[config.mk]
export PLATFORM = sky130hd
export DESIGN_NAME = antilog_calc
export DESIGN_NICKNAME = d
export VERILOG_FILES = /design/src/rtl/antilog_calc.sv
export SDC_FILE = /design/constraint.sdc
export NUM_CORES = 1
export LEC_CHECK = 0
export CELL_PAD_IN_SITES_DETAIL_PLACEMENT = 1
export CELL_PAD_IN_SITES_GLOBAL_PLACEMENT = 2
export CORE_ASPECT_RATIO = 1.4
export CORE_MARGIN = 3
export CORE_UTILIZATION = 31
export CTS_BUF_LIST = sky130_fd_sc_hd__clkbuf_2
export DETAILED_ROUTE_END_ITERATION = 8
export PLACE_DENSITY_LB_ADDON = 0.1
export SETUP_SLACK_MARGIN = 0.4
export SLEW_MARGIN = 30
export SYNTH_ARGS = -nofsm -noshare
export SYNTH_HDL_FRONTEND = slang
export SYNTH_SLANG_ARGS = --single-unit
export TNS_END_PERCENT = 10
[constraint.sdc]
create_clock -name clk -period 1.65 [get_ports clk]
set_input_delay 0.4125 -clock clk [delete_from_list [all_inputs] [get_ports clk]]
set_output_delay 0.4125 -clock clk [all_outputs]
set_load 0.02 [all_outputs]
[src/rtl/antilog_calc.sv]
// -----------------------------------------------------------------------------
// antilog_calc
//
// Reconstructs a linear sample from its log-compressed form: takes a base-2
// exponent and a normalized mantissa (hidden leading one, FRAC_WIDTH fraction
// bits) and produces round(mantissa * 2^exponent), saturated to DATA_WIDTH
// bits. Used on the decompression/display side and for compression-chain
// loopback. One sample in flight at a time through a four-state FSM.
//
// Handshake rule (both sides): a word moves on a rising clk edge where
// valid and ready are both 1. in_ready depends only on the FSM state, never
// on out_ready. Once out_valid rises, data_out/sat/fmt_err are held stable
// until the edge where out_ready is seen high.
//
// Ports:
//   clk        in   clock
//   reset      in   synchronous, active-high reset
//   in_valid   in   input word valid
//   in_ready   out  block is in IDLE and can accept a word
//   int_part   in   [SHIFT_WIDTH] exponent
//   data_in    in   [NORM_WIDTH] mantissa, MSB = hidden one
//   out_valid  out  result valid
//   out_ready  in   downstream accepts result
//   data_out   out  [DATA_WIDTH] reconstructed linear value
//   sat        out  result was saturated
//   fmt_err    out  hidden bit of the captured mantissa was 0
//   dbg_state  out  [2] current FSM state (IDLE=0 SHIFT=1 ROUND=2 SEND=3)
// -----------------------------------------------------------------------------
module antilog_calc #(
    parameter int DATA_WIDTH  = 16,
    parameter int FRAC_WIDTH  = 16,
    parameter int NORM_WIDTH  = FRAC_WIDTH + 1,
    parameter int SHIFT_WIDTH = $clog2(DATA_WIDTH),
    parameter int ROUND_EN    = 1
) (
    input  logic                   clk,
    input  logic                   reset,
    input  logic                   in_valid,
    output logic                   in_ready,
    input  logic [SHIFT_WIDTH-1:0] int_part,
    input  logic [NORM_WIDTH-1:0]  data_in,
    output logic                   out_valid,
    input  logic                   out_ready,
    output logic [DATA_WIDTH-1:0]  data_out,
    output logic                   sat,
    output logic                   fmt_err,
    output logic [1:0]             dbg_state
);

    localparam logic [1:0] IDLE  = 2'd0;
    localparam logic [1:0] SHIFT = 2'd1;
    localparam logic [1:0] ROUND = 2'd2;
    localparam logic [1:0] SEND  = 2'd3;

    // Full shifted product width.
    localparam int WIDE_W = NORM_WIDTH + DATA_WIDTH;
    // Only the integer part plus the rounding bit are kept; fraction bits
    // below the rounding bit never affect the result (round half up).
    localparam int KEEP_W = WIDE_W - (FRAC_WIDTH - 1);
    // Integer part (DATA_WIDTH+1) plus one bit of headroom for the round add.
    localparam int Q_W    = DATA_WIDTH + 2;

    logic [1:0]             r_state;
    logic [SHIFT_WIDTH-1:0] r_exp;
    logic [NORM_WIDTH-1:0]  r_man;
    logic [KEEP_W-1:0]      r_wide;
    logic                   r_ovf;
    logic                   r_out_valid;
    logic [DATA_WIDTH-1:0]  r_data_out;
    logic                   r_sat;
    logic                   r_fmt_err;

    logic [KEEP_W-1:0]      w_shift_keep;
    logic [31:0]            w_exp_ext;
    logic                   w_exp_ovf;
    logic [Q_W-1:0]         w_q_trunc;
    logic                   w_round_bit;
    logic [Q_W-1:0]         w_q;
    logic                   w_q_big;

    // mantissa << exponent in the full product width, then drop the fraction
    // bits below the rounding position.
    assign w_shift_keep = KEEP_W'(({{DATA_WIDTH{1'b0}}, r_man} << r_exp) >> (FRAC_WIDTH - 1));

    // Exponent beyond DATA_WIDTH-1 is only reachable when DATA_WIDTH is not a
    // power of two; compare in 32 bits so the check stays generic.
    assign w_exp_ext = 32'(r_exp);
    assign w_exp_ovf = (w_exp_ext > 32'(DATA_WIDTH - 1));

    // r_wide[0] is the first dropped fraction bit, r_wide[KEEP_W-1:1] the
    // DATA_WIDTH+1 bit integer part.
    assign w_q_trunc   = {1'b0, r_wide[KEEP_W-1:1]};
    assign w_round_bit = (ROUND_EN != 0) ? r_wide[0] : 1'b0;
    assign w_q         = w_q_trunc + {{(Q_W-1){1'b0}}, w_round_bit};
    assign w_q_big     = |w_q[Q_W-1:DATA_WIDTH];

    always_ff @(posedge clk) begin
        if (reset) begin
            r_state     <= IDLE;
            r_exp       <= '0;
            r_man       <= '0;
            r_wide      <= '0;
            r_ovf       <= 1'b0;
            r_out_valid <= 1'b0;
            r_data_out  <= '0;
            r_sat       <= 1'b0;
            r_fmt_err   <= 1'b0;
        end else begin
            case (r_state)
                IDLE: begin
                    if (in_valid) begin
                        r_exp   <= int_part;
                        r_man   <= data_in;
                        r_ovf   <= 1'b0;
                        r_state <= SHIFT;
                    end
                end
                SHIFT: begin
                    r_wide  <= w_shift_keep;
                    r_ovf   <= w_exp_ovf;
                    r_state <= ROUND;
                end
                ROUND: begin
                    if (w_q_big || r_ovf) begin
                        r_data_out <= '1;
                        r_sat      <= 1'b1;
                    end else begin
                        r_data_out <= w_q[DATA_WIDTH-1:0];
                        r_sat      <= 1'b0;
                    end
                    // Flag only: the mantissa is used exactly as supplied.
                    r_fmt_err   <= ~r_man[NORM_WIDTH-1];
                    r_out_valid <= 1'b1;
                    r_state     <= SEND;
                end
                SEND: begin
                    if (out_ready) begin
                        r_out_valid <= 1'b0;
                        r_state     <= IDLE;
                    end
                end
                default: begin
                    r_out_valid <= 1'b0;
                    r_state     <= IDLE;
                end
            endcase
        end
    end

    assign in_ready  = (r_state == IDLE);
    assign out_valid = r_out_valid;
    assign data_out  = r_data_out;
    assign sat       = r_sat;
    assign fmt_err   = r_fmt_err;
    assign dbg_state = r_state;

endmodule
==> impl_metrics.toml <==
[route]
drtIter0Drc = 63
wl_per_cell_um = 15.7
wl_mm = 9.33
antenna_left = 0
drc = 0
via_per_inst = 5.02
num_vias = 2983
dr.pass1.iters = 4

[final_layout]
seq_area_um2 = 1240
layout_common_cells = "nand2_1 (44), buf_4 (41), nor2_1 (31)"
n_fill_cell = 1141
area_growth_pct = 51.2
multi_input_area_um2 = 2300
layout.nets = 486
post_route_cells_drive_above_1_share_pct = 48.8
final_common_cell = "nand2_1"
n_antenna_cell = 0

[cts]
cts_buffers = 9
clock_sinks = 59
clk_path_buf_depth = 2
htreeDepth = 3
clkLatencyLatePin_ps = 510
path_clk_slew_ps = 180
hold_buffers = 0
cts_tree = "built"
clock-root-buffer = "clkbuf_2"

[placement]
dp_slack_ps = 0.769
place_hpwl_mm = 6.97
port_buffers = 46
gp_congestion = 0.846

[sta]
max_slew_margin_pct = 70.2
post-route-period-util_pct = 99.3
max_freq_mhz = 610
rsz0062_at_grt = "true"
min_period_ps = 1640
fin_skew_ps = 14.7
setup_viol = 0
hold_violations = 0
hold_slack_ps = 282
slew_violations = 0
worst_pin_slew_ps = 446
finalWorstSetupSlack_ps = 11.9

[setup_path]
startpoint_type = "flip-flop"
reg2regPathDepth = 5
cp.arrival_ps = 1230
end_kind = "output pin"
r2r-end = "r_wide[0]"
rrSetupSlack_ps = 30
r2r-start = "r_exp[1]"
required_ps = 1240
crit_fanout = 2
worstSetupPathType = "reg2out"

[synthesis]
synthDistinctLibCells = 46
synth-edff-count = 0
ys_seq_area_share_pct = 36.4
syn_nets = 402
synth-main-ff-cell = "dfxtp_1"
syn_area_um2 = 3240
synth_cells = 370
avgSynthCellArea_um2 = 8.76
async_flop_share_pct = 0
yosys_warnings = 0
synth_seq_cells = 59

[min_path]
hold_path_depth = 4
hold_path.startpoint = "reset"
holdPathEnd = "r_wide[12]"
hp-class = "in2reg"

[outcome]
status = "finished, final reports clean"

[pwr]
p_leak_nw = 1.76
p_per_area_nw_per_um2 = 1270
ir_drop_v = 0.000770

[floorplanning]
die_h_um = 127
rows = 43
initial_core_util_pct = 32.2
die_w_um = 92.4
die_area_um2 = 11700
ios = 47
core_um2 = 10100

[grt]
grt_pass1_vias = 3092
grt.total_usage_pct = 16.5
gr-total-overflow = 0
grt_max_degree = 37
antenna_found_initial = 0
grt_pass1_wl_mm = 15.4

[run]
maxCapViolCount = 0
-- synth_stat cells, types with 4 or more instances --
master,n,area share (%)
a211oi_1,8,1.9
a211oi_2,10,3.9
a21oi_1,30,4.6
a22oi_1,7,1.6
buf_2,7,1.1
clkbuf_1,12,1.4
dfxtp_1,59,36
ha_1,7,2.7
inv_1,11,1.3
mux2_2,7,2.4
mux2i_1,20,6.2
mux4_2,7,4.9
nand2_1,60,6.9
nand2b_1,6,1.2
nand3_1,7,1.1
nand4_1,4,0.77
nor2_1,34,3.9
nor2b_1,5,0.97
nor3_1,8,1.2
nor4_1,6,1.2
o22ai_1,7,1.4
xnor2_1,8,2.2
-- routing by layer --
metal	share of wire [%]	GRT usage (%)
met4	1.9	7.26
met5	0	0
met2	56	30.9
met1	39	17.9
met3	2.7	3.00
-- sequential cells by signal (all words and copies together), names as in the netlist --
| register | count |
|---|---|
| r_man | 17 |
| r_wide | 17 |
| data_out | 16 |
| r_exp | 4 |
| dbg_state | 2 |
| fmt_err | 1 |
| out_valid | 1 |
| sat | 1 |
-- final cells by class --
cell class                 count  area share (%)
timing repair buffer         100            20.2
inverter                      11           0.894
clock inverter                 6            2.12
tap                          135            3.45
multi-input combinational    273            47.0
sequential                    59            25.3
clock buffer                  10            1.02
-- how the worst max path moves through the flow --
stage	start	end	slack, ps	cells past startpoint
floorplan	r_exp[1]	r_wide[1]	50	4
global placement	r_wide[1]	data_out[12]	20	6
detailed placement	r_wide[1]	data_out[12]	0.8	6
CTS	dbg_state[1]	in_ready	-20	3
global route	dbg_state[0]	in_ready	-80	3
finish	dbg_state[0]	in_ready	10	3
-- worst max-delay path: stages, from the launching register on --
cell and delay, ps:
dfxtp_2 380, inv_2 50, ha_4 150, buf_6 120
-- through the flow --
step	TNS (ps)	util, %	power (mW)	area, um2	instances
after global routing	-120	48.7	6.65	4900	594
after floorplan	0	-	3.39	3260	370
after CTS	-18.1	46.3	6.02	4650	591
after global placement	0	41.2	4.36	4150	573
after detailed placement	0	41.2	4.42	4150	573
final	0	48.7	6.21	4900	594
-- timing repair --
item,in CTS,in global routing
pin swaps,35,35
cloned,0,0
setup endpoints to repair,80,81
gates resized for setup,225,53
setup buffers,2,3
-- kinds of logic (layout without fill, tap and decap cells) --
family / Yosys count / in the layout / synth area share, %
simple gates: 140 / 140 / 20.7
compound gates: 82 / 82 / 18.5
flops: 59 / 59 / 36.4
buf+inv: 38 / 127 / 5.48
mux: 34 / 34 / 13.5
xor+xnor: 10 / 10 / 2.70
fa+ha+maj: 7 / 7 / 2.70
-- power breakdown --
part | internal, mW | switching [mW] | total (mW)
Sequential | 1.73 | 0.249 | 1.98
Clock | 0.650 | 0.566 | 1.22
Combinational | 1.49 | 1.53 | 3.02
Total | 3.87 | 2.35 | 6.21
No activity file was read; power rests on OpenSTA's default activity.
